[src/rtl/uart_tx_pkg.sv]
// Shared types and width helpers for the uart_tx frame scheduler.
package uart_tx_pkg;

    typedef enum logic [1:0] {
        IDLE  = 2'd0,
        OFFER = 2'd1,
        BUSY  = 2'd2
    } state_t;

    // Index width, never narrower than one bit.
    function automatic int id_w(input int n);
        return (n <= 32'sd2) ? 32'sd1 : $clog2(n);
    endfunction

    function automatic int pl_bits(input int full_data_size, input int byte_size);
        return full_data_size - 32'sd2 * byte_size;
    endfunction

    function automatic int max_len(input int full_data_size, input int byte_size);
        return pl_bits(full_data_size, byte_size) / byte_size;
    endfunction

endpackage

[src/rtl/rr_arbiter.sv]
// Combinational round-robin arbiter: first request found starting at ptr, with wrap.
module rr_arbiter
    import uart_tx_pkg::*;
#(
    parameter  int N_REQ = 4,
    localparam int ID_W  = id_w(N_REQ)
) (
    input  logic [N_REQ-1:0] req,
    input  logic [ID_W-1:0]  ptr,
    output logic [N_REQ-1:0] grant,
    output logic [ID_W-1:0]  idx,
    output logic             any
);

    // Scan from ptr upward; the explicit wrap keeps non-power-of-two N_REQ correct.
    always_comb begin
        int  j;
        logic hit;
        grant = '0;
        idx   = '0;
        any   = 1'b0;
        j     = 0;
        hit   = 1'b0;
        for (int k = 0; k < N_REQ; k++) begin
            j        = (int'(ptr) + k >= N_REQ) ? (int'(ptr) + k - N_REQ) : (int'(ptr) + k);
            hit      = !any && req[j];
            grant[j] = grant[j] | hit;
            idx      = hit ? ID_W'(j) : idx;
            any      = any | hit;
        end
    end

endmodule

[src/rtl/uart_tx_sched.sv]
// Round-robin scheduler sharing one uart_tx frame transmitter among N_REQ requesters.
module uart_tx_sched
    import uart_tx_pkg::*;
#(
    parameter  int N_REQ          = 4,
    parameter  int FULL_DATA_SIZE = 40,
    parameter  int BYTE_SIZE      = 8,
    parameter  int TIMEOUT_CYC    = 65535,
    localparam int PL             = pl_bits(FULL_DATA_SIZE, BYTE_SIZE),
    localparam int ID_W           = id_w(N_REQ)
) (
    input  logic                      CLK,
    input  logic                      RST,
    input  logic [N_REQ-1:0]          req_valid,
    output logic [N_REQ-1:0]          req_ready,
    input  logic [N_REQ*BYTE_SIZE-1:0] req_opt,
    input  logic [N_REQ*BYTE_SIZE-1:0] req_len,
    input  logic [N_REQ*PL-1:0]       req_payload,
    input  logic [N_REQ-1:0]          req_mask,
    output logic [FULL_DATA_SIZE-1:0] tx_full_data,
    output logic [BYTE_SIZE-1:0]      tx_opt,
    output logic [BYTE_SIZE-1:0]      tx_len,
    output logic                      tx_valid,
    input  logic                      tx_ready,
    output logic                      busy,
    output logic [ID_W-1:0]           cur_id,
    output logic                      done,
    output logic [ID_W-1:0]           done_id,
    output logic                      len_err,
    output logic                      timeout
);

    localparam int                   MAX_LEN  = max_len(FULL_DATA_SIZE, BYTE_SIZE);
    localparam int                   CNT_W    = $clog2(TIMEOUT_CYC + 1);
    localparam logic [BYTE_SIZE-1:0] LEN_MIN  = BYTE_SIZE'(1);
    localparam logic [BYTE_SIZE-1:0] LEN_MAX  = BYTE_SIZE'(MAX_LEN);
    localparam logic [CNT_W-1:0]     CNT_LAST = CNT_W'(TIMEOUT_CYC - 1);
    localparam logic [CNT_W-1:0]     CNT_SAT  = CNT_W'(TIMEOUT_CYC);
    localparam logic [ID_W-1:0]      ID_LAST  = ID_W'(N_REQ - 1);

    state_t                 state_r, state_nxt;
    logic [ID_W-1:0]        rr_ptr_r;
    logic [CNT_W-1:0]       cnt_r;
    logic                   seen_low_r;
    logic [BYTE_SIZE-1:0]   opt_r, len_r;
    logic [PL-1:0]          payload_r;
    logic [ID_W-1:0]        cur_id_r, done_id_r;
    logic                   done_r, len_err_r, timeout_r;

    logic [N_REQ-1:0]       grant_s;
    logic [ID_W-1:0]        win_s;
    logic                   any_s;
    logic [BYTE_SIZE-1:0]   sel_opt_s, sel_len_s;
    logic [PL-1:0]          sel_payload_s;
    logic                   len_ok_s;
    logic                   accept_s, handshake_s, complete_s, expire_s;

    rr_arbiter #(.N_REQ(N_REQ)) u_arb (
        .req   (req_valid & req_mask),
        .ptr   (rr_ptr_r),
        .grant (grant_s),
        .idx   (win_s),
        .any   (any_s)
    );

    assign sel_opt_s     = req_opt[win_s*BYTE_SIZE +: BYTE_SIZE];
    assign sel_len_s     = req_len[win_s*BYTE_SIZE +: BYTE_SIZE];
    assign sel_payload_s = req_payload[win_s*PL +: PL];
    assign len_ok_s      = (sel_len_s >= LEN_MIN) && (sel_len_s <= LEN_MAX);

    // Next-state and per-cycle event decode.
    always_comb begin
        state_nxt   = state_r;
        accept_s    = 1'b0;
        handshake_s = 1'b0;
        complete_s  = 1'b0;
        expire_s    = 1'b0;
        case (state_r)
            IDLE: begin
                if (any_s) begin
                    accept_s  = 1'b1;
                    state_nxt = len_ok_s ? OFFER : IDLE;
                end else begin
                    state_nxt = IDLE;
                end
            end
            OFFER: begin
                if (tx_ready) begin
                    handshake_s = 1'b1;
                    state_nxt   = BUSY;
                end else begin
                    state_nxt = OFFER;
                end
            end
            BUSY: begin
                // Completion takes priority over an expiring counter.
                if (seen_low_r && tx_ready) begin
                    complete_s = 1'b1;
                    state_nxt  = IDLE;
                end else if (cnt_r == CNT_LAST) begin
                    expire_s  = 1'b1;
                    state_nxt = IDLE;
                end else begin
                    state_nxt = BUSY;
                end
            end
            default: state_nxt = IDLE;
        endcase
    end

    // State, arbitration pointer and event pulses.
    always_ff @(posedge CLK) begin
        if (RST) begin
            state_r   <= IDLE;
            rr_ptr_r  <= '0;
            done_r    <= 1'b0;
            done_id_r <= '0;
            len_err_r <= 1'b0;
            timeout_r <= 1'b0;
        end else begin
            state_r   <= state_nxt;
            done_r    <= complete_s;
            len_err_r <= accept_s && !len_ok_s;
            timeout_r <= expire_s;
            if (accept_s) rr_ptr_r <= (win_s == ID_LAST) ? '0 : win_s + ID_W'(1);
            if (complete_s) done_id_r <= cur_id_r;
        end
    end

    // Latched frame of the accepted requester.
    always_ff @(posedge CLK) begin
        if (RST) begin
            opt_r     <= '0;
            len_r     <= '0;
            payload_r <= '0;
            cur_id_r  <= '0;
        end else if (accept_s) begin
            opt_r     <= sel_opt_s;
            len_r     <= sel_len_s;
            payload_r <= sel_payload_s;
            cur_id_r  <= win_s;
        end
    end

    // In-flight tracking: ready must drop once before a rise counts as completion.
    always_ff @(posedge CLK) begin
        if (RST) begin
            cnt_r      <= '0;
            seen_low_r <= 1'b0;
        end else if (handshake_s) begin
            cnt_r      <= '0;
            seen_low_r <= 1'b0;
        end else if (state_r == BUSY) begin
            if (!tx_ready) seen_low_r <= 1'b1;
            if (cnt_r != CNT_SAT) cnt_r <= cnt_r + CNT_W'(1);
        end
    end

    assign req_ready    = (state_r == IDLE) ? grant_s : '0;
    assign tx_valid     = (state_r == OFFER);
    assign busy         = (state_r != IDLE);
    assign tx_full_data = {opt_r, len_r, payload_r};
    assign tx_opt       = opt_r;
    assign tx_len       = len_r;
    assign cur_id       = cur_id_r;
    assign done         = done_r;
    assign done_id      = done_id_r;
    assign len_err      = len_err_r;
    assign timeout      = timeout_r;

endmodule

[config.mk]
export PLATFORM = sky130hd
export DESIGN_NAME = uart_tx_sched
export DESIGN_NICKNAME = d
export VERILOG_FILES = /design/src/rtl/uart_tx_pkg.sv /design/src/rtl/rr_arbiter.sv /design/src/rtl/uart_tx_sched.sv
export SDC_FILE = /design/constraint.sdc
export NUM_CORES = 1
export LEC_CHECK = 0
export BUFFER_PORTS_ARGS = -buffer_cell sky130_fd_sc_hd__buf_4
export CAP_MARGIN = 40
export CORE_UTILIZATION = 40
export DETAILED_ROUTE_END_ITERATION = 6
export GPL_TIMING_DRIVEN = 0
export PLACE_DENSITY = 0.72
export SYNTH_ARGS = -nofsm -noshare
export SYNTH_HDL_FRONTEND = slang
export SYNTH_SLANG_ARGS = --single-unit
[constraint.sdc]
create_clock -name CLK -period 4.85 [get_ports CLK]
set_input_delay 0.97 -clock CLK [delete_from_list [all_inputs] [get_ports CLK]]
set_output_delay 0.97 -clock CLK [all_outputs]
set_load 0.03 [all_outputs]
# Word level (Yosys, flattened, before mapping)
# Index checks and enable logic that the tools add are counted.
# totals
regBits	68
in_bits	171
output_inout_bits	69
elab_cells	133
# classes
addsub	9
multipliers	1
magnitude_cmp	14
n_eq_ne	5
n_shift	3
n_mux	58
bitwise_logic	11
reduce_logical	20
# ops
operator	count
32-bit by 1-bit >= comparator with 1-bit output (second input constant)	4
32-bit by 4-bit < comparator with 1-bit output (second input constant)	4
32-bit two-way mux	4
32-bit by 4-bit >= comparator with 1-bit output (second input constant)	3
96-bit by 8-bit indexed part select with 24-bit output	1
32-bit by 4-bit subtractor with 32-bit output (second input constant)	3
32-bit by 6-bit indexed part select with 8-bit output	2
1-bit two-way mux	29
16-bit by 1-bit adder with 16-bit output (second input constant)	1
1-bit binary-select mux with 2-bit select	8
16-bit == test (second input constant)	1
2-bit two-way mux	8
16-bit != test (second input constant)	1
4-bit bitwise mux	3
1-bit logical AND	10
4-bit AND	2
1-bit demux with 2-bit select	4
8-bit by 1-bit >= comparator with 1-bit output (second input constant)	1
8-bit by 2-bit less-or-equal comparator with 1-bit output (second input constant)	1
1-bit bitwise OR	7
2-bit by 2-bit adder with 3-bit output (second input constant)	2
2-bit case mux with 3 select lines	1
2-bit == test (second input constant)	2
1-bit logical NOT	4
13 further kinds	15

# Depth between registers and ports, before layout
# logic_depth
word_depth	23
depth_mapped	17
ltp_nobuf	11

# By module
# Synthesis repeated with hierarchy kept, for this count alone.
# unflattened
hier_cells	510
hier_area_um2	4634.4
# modules_own_cells
mod	n_inst	cells_each	area_per_inst_um2	seq_area_each_um2
uart_tx_sched	1	409	3794.9	1361.3
rr_arbiter	1	101	839.6	0.0

# Worst setup path after synthesis
# OpenSTA, ideal clock, no wires.
# synth_path
kind	input-to-output
from	input req_valid[0]
to	output req_ready[0]
arrival_time_ns	3.808
required_ns	3.880
path_slack_ns	0.072
cell_stages	10
path_buffers	1
cell_sequence	and2_4 > buf_6 > mux4_2 > o311ai_0 > a21oi_1 > o21ai_0 > o21ai_0 > a211oi_1 > a2111oi_2 > a211oi_1
# synth_via
elab_chain_cells	22
elab_cells_between_ends	39
classes_between	mux: 25; bitwise: 8; reduce/logical: 6
# synth_rtl
element	line_no	source
start: declaration	uart_tx_sched.sv:14	input logic [N_REQ-1:0] req_valid,
4-bit AND (*)	uart_tx_sched.sv:59	.req (req_valid & req_mask),
1-bit binary-select mux with 2-bit select	rr_arbiter.sv:26	hit = !any && req[j];
1-bit two-way mux (implied by the code) (2 in a row)	rr_arbiter.sv:26	
1-bit bitwise OR	rr_arbiter.sv:27	grant[j] = grant[j] | hit;
4-bit AND (no line)	n/a	
1-bit binary-select mux with 2-bit select	rr_arbiter.sv:27	
1-bit two-way mux (implied by the code) (2 in a row)	rr_arbiter.sv:27	
1-bit bitwise OR	rr_arbiter.sv:27	
(+2 left out)	n/a	
1-bit two-way mux (implied by the code) (2 in a row)	rr_arbiter.sv:27	
1-bit bitwise OR	rr_arbiter.sv:27	
4-bit bitwise mux	rr_arbiter.sv:27	
1-bit binary-select mux with 2-bit select	rr_arbiter.sv:27	
1-bit two-way mux (implied by the code) (2 in a row)	rr_arbiter.sv:27	
1-bit bitwise OR	rr_arbiter.sv:27	
4-bit bitwise mux (*)	rr_arbiter.sv:27	
4-bit two-way mux (*)	uart_tx_sched.sv:159	assign req_ready = (state_r == IDLE) ? grant_s : '0;
end: declaration	uart_tx_sched.sv:15	output logic [N_REQ-1:0] req_ready,
# Mark *: on every way between the ends. The rest lies on a longest branch, timed or not. The select of a mux whose other input is x is not followed.

# Final worst setup path
# layout_path
from	input req_valid[2]
to	output req_ready[1]
# Same word-level chain as after synthesis.

==> results.ini <==
[detailed_routing]
viasPerCell = 5.45
drt_wl_total_microns = 16700
wire_per_inst_microns = 16.9
firstDrtPassIters = 5
drtAntennaViolNets = 0
num_vias = 5382
drc = 0
drt-initial-drc-count = 448

[floorplan]
ios = 240
die_area_sq_um = 11900
die_w_microns = 109
die_y_microns = 109
initial_core_util_pct = 41.7
core.rowCount = 38
design.core.area_sq_um = 11000

[power]
power.leakage_uw = 0.00326
power_density_nw_per_um2 = 498
p_int_uw = 1910
ir_worst_vdd_mv = 0.394
p_clk_share_pct = 19.6
swShare_pct = 44.6
p_seq_share_pct = 21.4
p_total_uw = 3450
comb_power_share_pct = 58.9
p_sw_uw = 1540

[grt]
track_usage_pct = 27.6
grt_max_degree = 15
grt_pass1_vias = 5187
grt_overflow = 0
grt_pass1_wl_microns = 25700
antenna_found_initial = 0

[status]
status = finished, final reports clean

[logic_synthesis]
yosys_warnings = 0
synth-edff-count = 0
synth_ff_type = dfxtp_1
ys_async_sr_fraction_pct = 0
avgSynthCellArea_sq_um = 7.75
ys_seq_area_share_pct = 29.6
synth-seq-cells = 68
syn_nets = 771
synthCells = 594
ys_types = 56
netlist_area_sq_um = 4600

[layout]
final_util_pct = 62.8
multiInputGateArea_sq_um = 2950
drive_gt1_share_pct = 36.1
register_area_sq_um = 1360
final_cell_mix = buf_4, nand2_1, dfxtp_1
final_common_cell = buf_4
fill_cells = 1011
fin_nets = 1019
diodes = 0
syn_to_final_growth_pct = 50.6

[timing]
period_minus_slack_ps = 4780
finalMaxSlewViolations = 0
fmax_mhz = 209
worst_pin_slew_ps = 700
hold_viol = 0
fin_crit_sh_pct = 98.6
setup_ws_ps = 68.1
worst_clock_skew_ps = 5.91
tns_ps = 0
setup_viol = 0
maxSlewHeadroom_pct = 53.0

[setup_path]
start_kind = input pin
cpMaxStageDelayCell = mux4_2
path_class = input pin to output port
cp-end-kind = output port
cpLargestDelayFamily = compound AO/OA/AOI/OAI gates
cp.arrival_ps = 3810
slowest_delay_ps = 580
critPathRequiredTime_ps = 3880
crit_fanout = 5
worstPathCellList = buf_4 -> and2_0 -> mux4_2 -> o311ai_2 -> a21oi_2 -> o21ai_0 -> o21ai_0 -> a211oi_2 -> a2111oi_4 -> a211oi_1 -> buf_4
crit_path_start = req_valid[2]
crit_buf_inv = 2
reg2reg_from = rr_ptr_r[1]$_SDFFE_PP0P_

[worst_hold_path]
min_path_type = flop to flop
hp-start = payload_r[10]$_SDFFE_PP0P_

[place]
preCtsSetupSlack_ps = -306
io_buffers = 238
dpl.hpwl_microns = 13400
place.gp.congestion = 0.876

[cts]
numCtsBuffers = 9
cts_max_level = 3
cts_buffer_depth = 2
cts_tree = done
clock_latency_ps = 330
clock-sinks = 68
clock-root-buffer = clkbuf_16
clkTransAtPathRegs_ps = 60
holdBufCountCts = 0

[flow_run]
drv_cap = 0

-- synthesized netlist by cell type (2+ instances only) --
master	instances	area (sq um)
o21ai_0	16	80.1
or3_1	6	37.5
mux4_2	3	67.6
and4_1	2	17.5
nand3b_1	4	30.0
nor3_1	6	30.0
clkbuf_1	34	128
o311ai_0	2	17.5
a21oi_1	49	245
a2111oi_2	2	30.0
buf_1	6	22.5
o22ai_1	15	93.8
mux2_2	9	101
dfxtp_1	68	1360
nor2b_1	9	56.3
and2_1	3	18.8
a211oi_1	42	315
nand4b_1	2	17.5
nand4_1	6	37.5
and2_4	2	17.5
xnor2_1	3	26.3
nand3_1	14	70.1
a22oi_1	16	120
ha_1	6	75.1
xor2_1	7	61.3
and3_1	20	125
inv_1	5	18.8
nor2_1	61	229
a21boi_0	2	15.0
mux2i_1	48	480
buf_6	3	33.8
a31oi_1	3	18.8
nand2_1	77	289
or2_2	2	12.5
buf_4	16	120
buf_2	5	25.0
-- final timing paths --
check | end | cells after the start | slack (ps)
setup / recovery | req_ready[1] | 11 | 70
hold / removal | payload_r[10]$_SDFFE_PP0P_ | 2 | 490
setup reg to reg | payload_r[3]$_SDFFE_PP0P_ | 13 | 900
hold reg to reg | payload_r[10]$_SDFFE_PP0P_ | 2 | 490
-- state kept, by name (all words and copies together), names as in the netlist --
name        flops
tx_len          8
state_r         2
done_id         2
done            1
cnt_r          16
timeout         1
seen_low_r      1
tx_opt          8
rr_ptr_r        2
payload_r      24
cur_id          2
len_err         1
-- logic make-up (layout without fill, tap and decap cells) --
family          count (synthesis)  after routing  share of synthesized area, %
simple gates                  220            220                          22.4
compound gates                159            159                          22.5
buf+inv                        70            323                          7.64
flops                          68             68                          29.6
mux                            61             61                          14.4
xor+xnor                       10             10                          1.90
fa+ha+maj                       6              6                          1.63
-- layout make-up --
cell class,instances,area share (%)
multi-input cells,456,42.5
repair buffers,238,25.8
well taps,140,2.53
inverters,6,0.361
flip-flops and latches,68,19.7
clock buffers,9,3.25
plain buffers,63,4.73
clock inverters,7,1.19
-- power groups by stage --
| stage | Combinational, uW | Sequential [uW] | Clock [uW] |
|---|---|---|---|
| 2_1_floorplan | 1180 | 905 | 0 |
| 3_3_place_gp | 1940 | 747 | 0 |
| 3_5_place_dp | 1970 | 749 | 0 |
| 4_1_cts | 1980 | 740 | 680 |
| 5_1_grt | 2180 | 752 | 716 |
| 6_report | 2030 | 740 | 678 |
-- what timing repair did --
| action | 4_1_cts | 5_1_grt |
|---|---|---|
| setup endpoints to repair | 4 | 4 |
| setup buffers | 0 | 0 |
| gates resized for setup | 6 | 10 |
| endpoints found under the hold margin | 0 | 0 |
-- worst reg2reg max path, stage by stage (launching register included) --
cell       delay (ps)
dfxtp_1           350
clkbuf_4          210
inv_1             110
ha_2              440
nand3b_1          180
a2111oi_0         110
a211oi_1          540
and2_1            230
buf_6             130
buf_6             150
buf_2             330
buf_1             560
mux2i_1           340
o22ai_1           130
-- per-layer routing --
metal	GRT usage, %	share of wire [%]	vias to the layer above	wire (microns)
li1	-	-	2642	-
met4	5.71	1.2	0	203
met2	50.2	53	179	8910
met1	33.4	41	2546	6810
met3	5.20	4.5	15	754
met5	0	0	-	0
-- stage by stage --
step	instances	hold slack [ps]	area (sq um)
floorplan	594	454	4600
global placement	972	463	6570
detailed placement	972	483	6570
CTS	987	496	6880
global route	987	512	6930
finish	987	492	6930
Power figures use the tool's default switching activity.
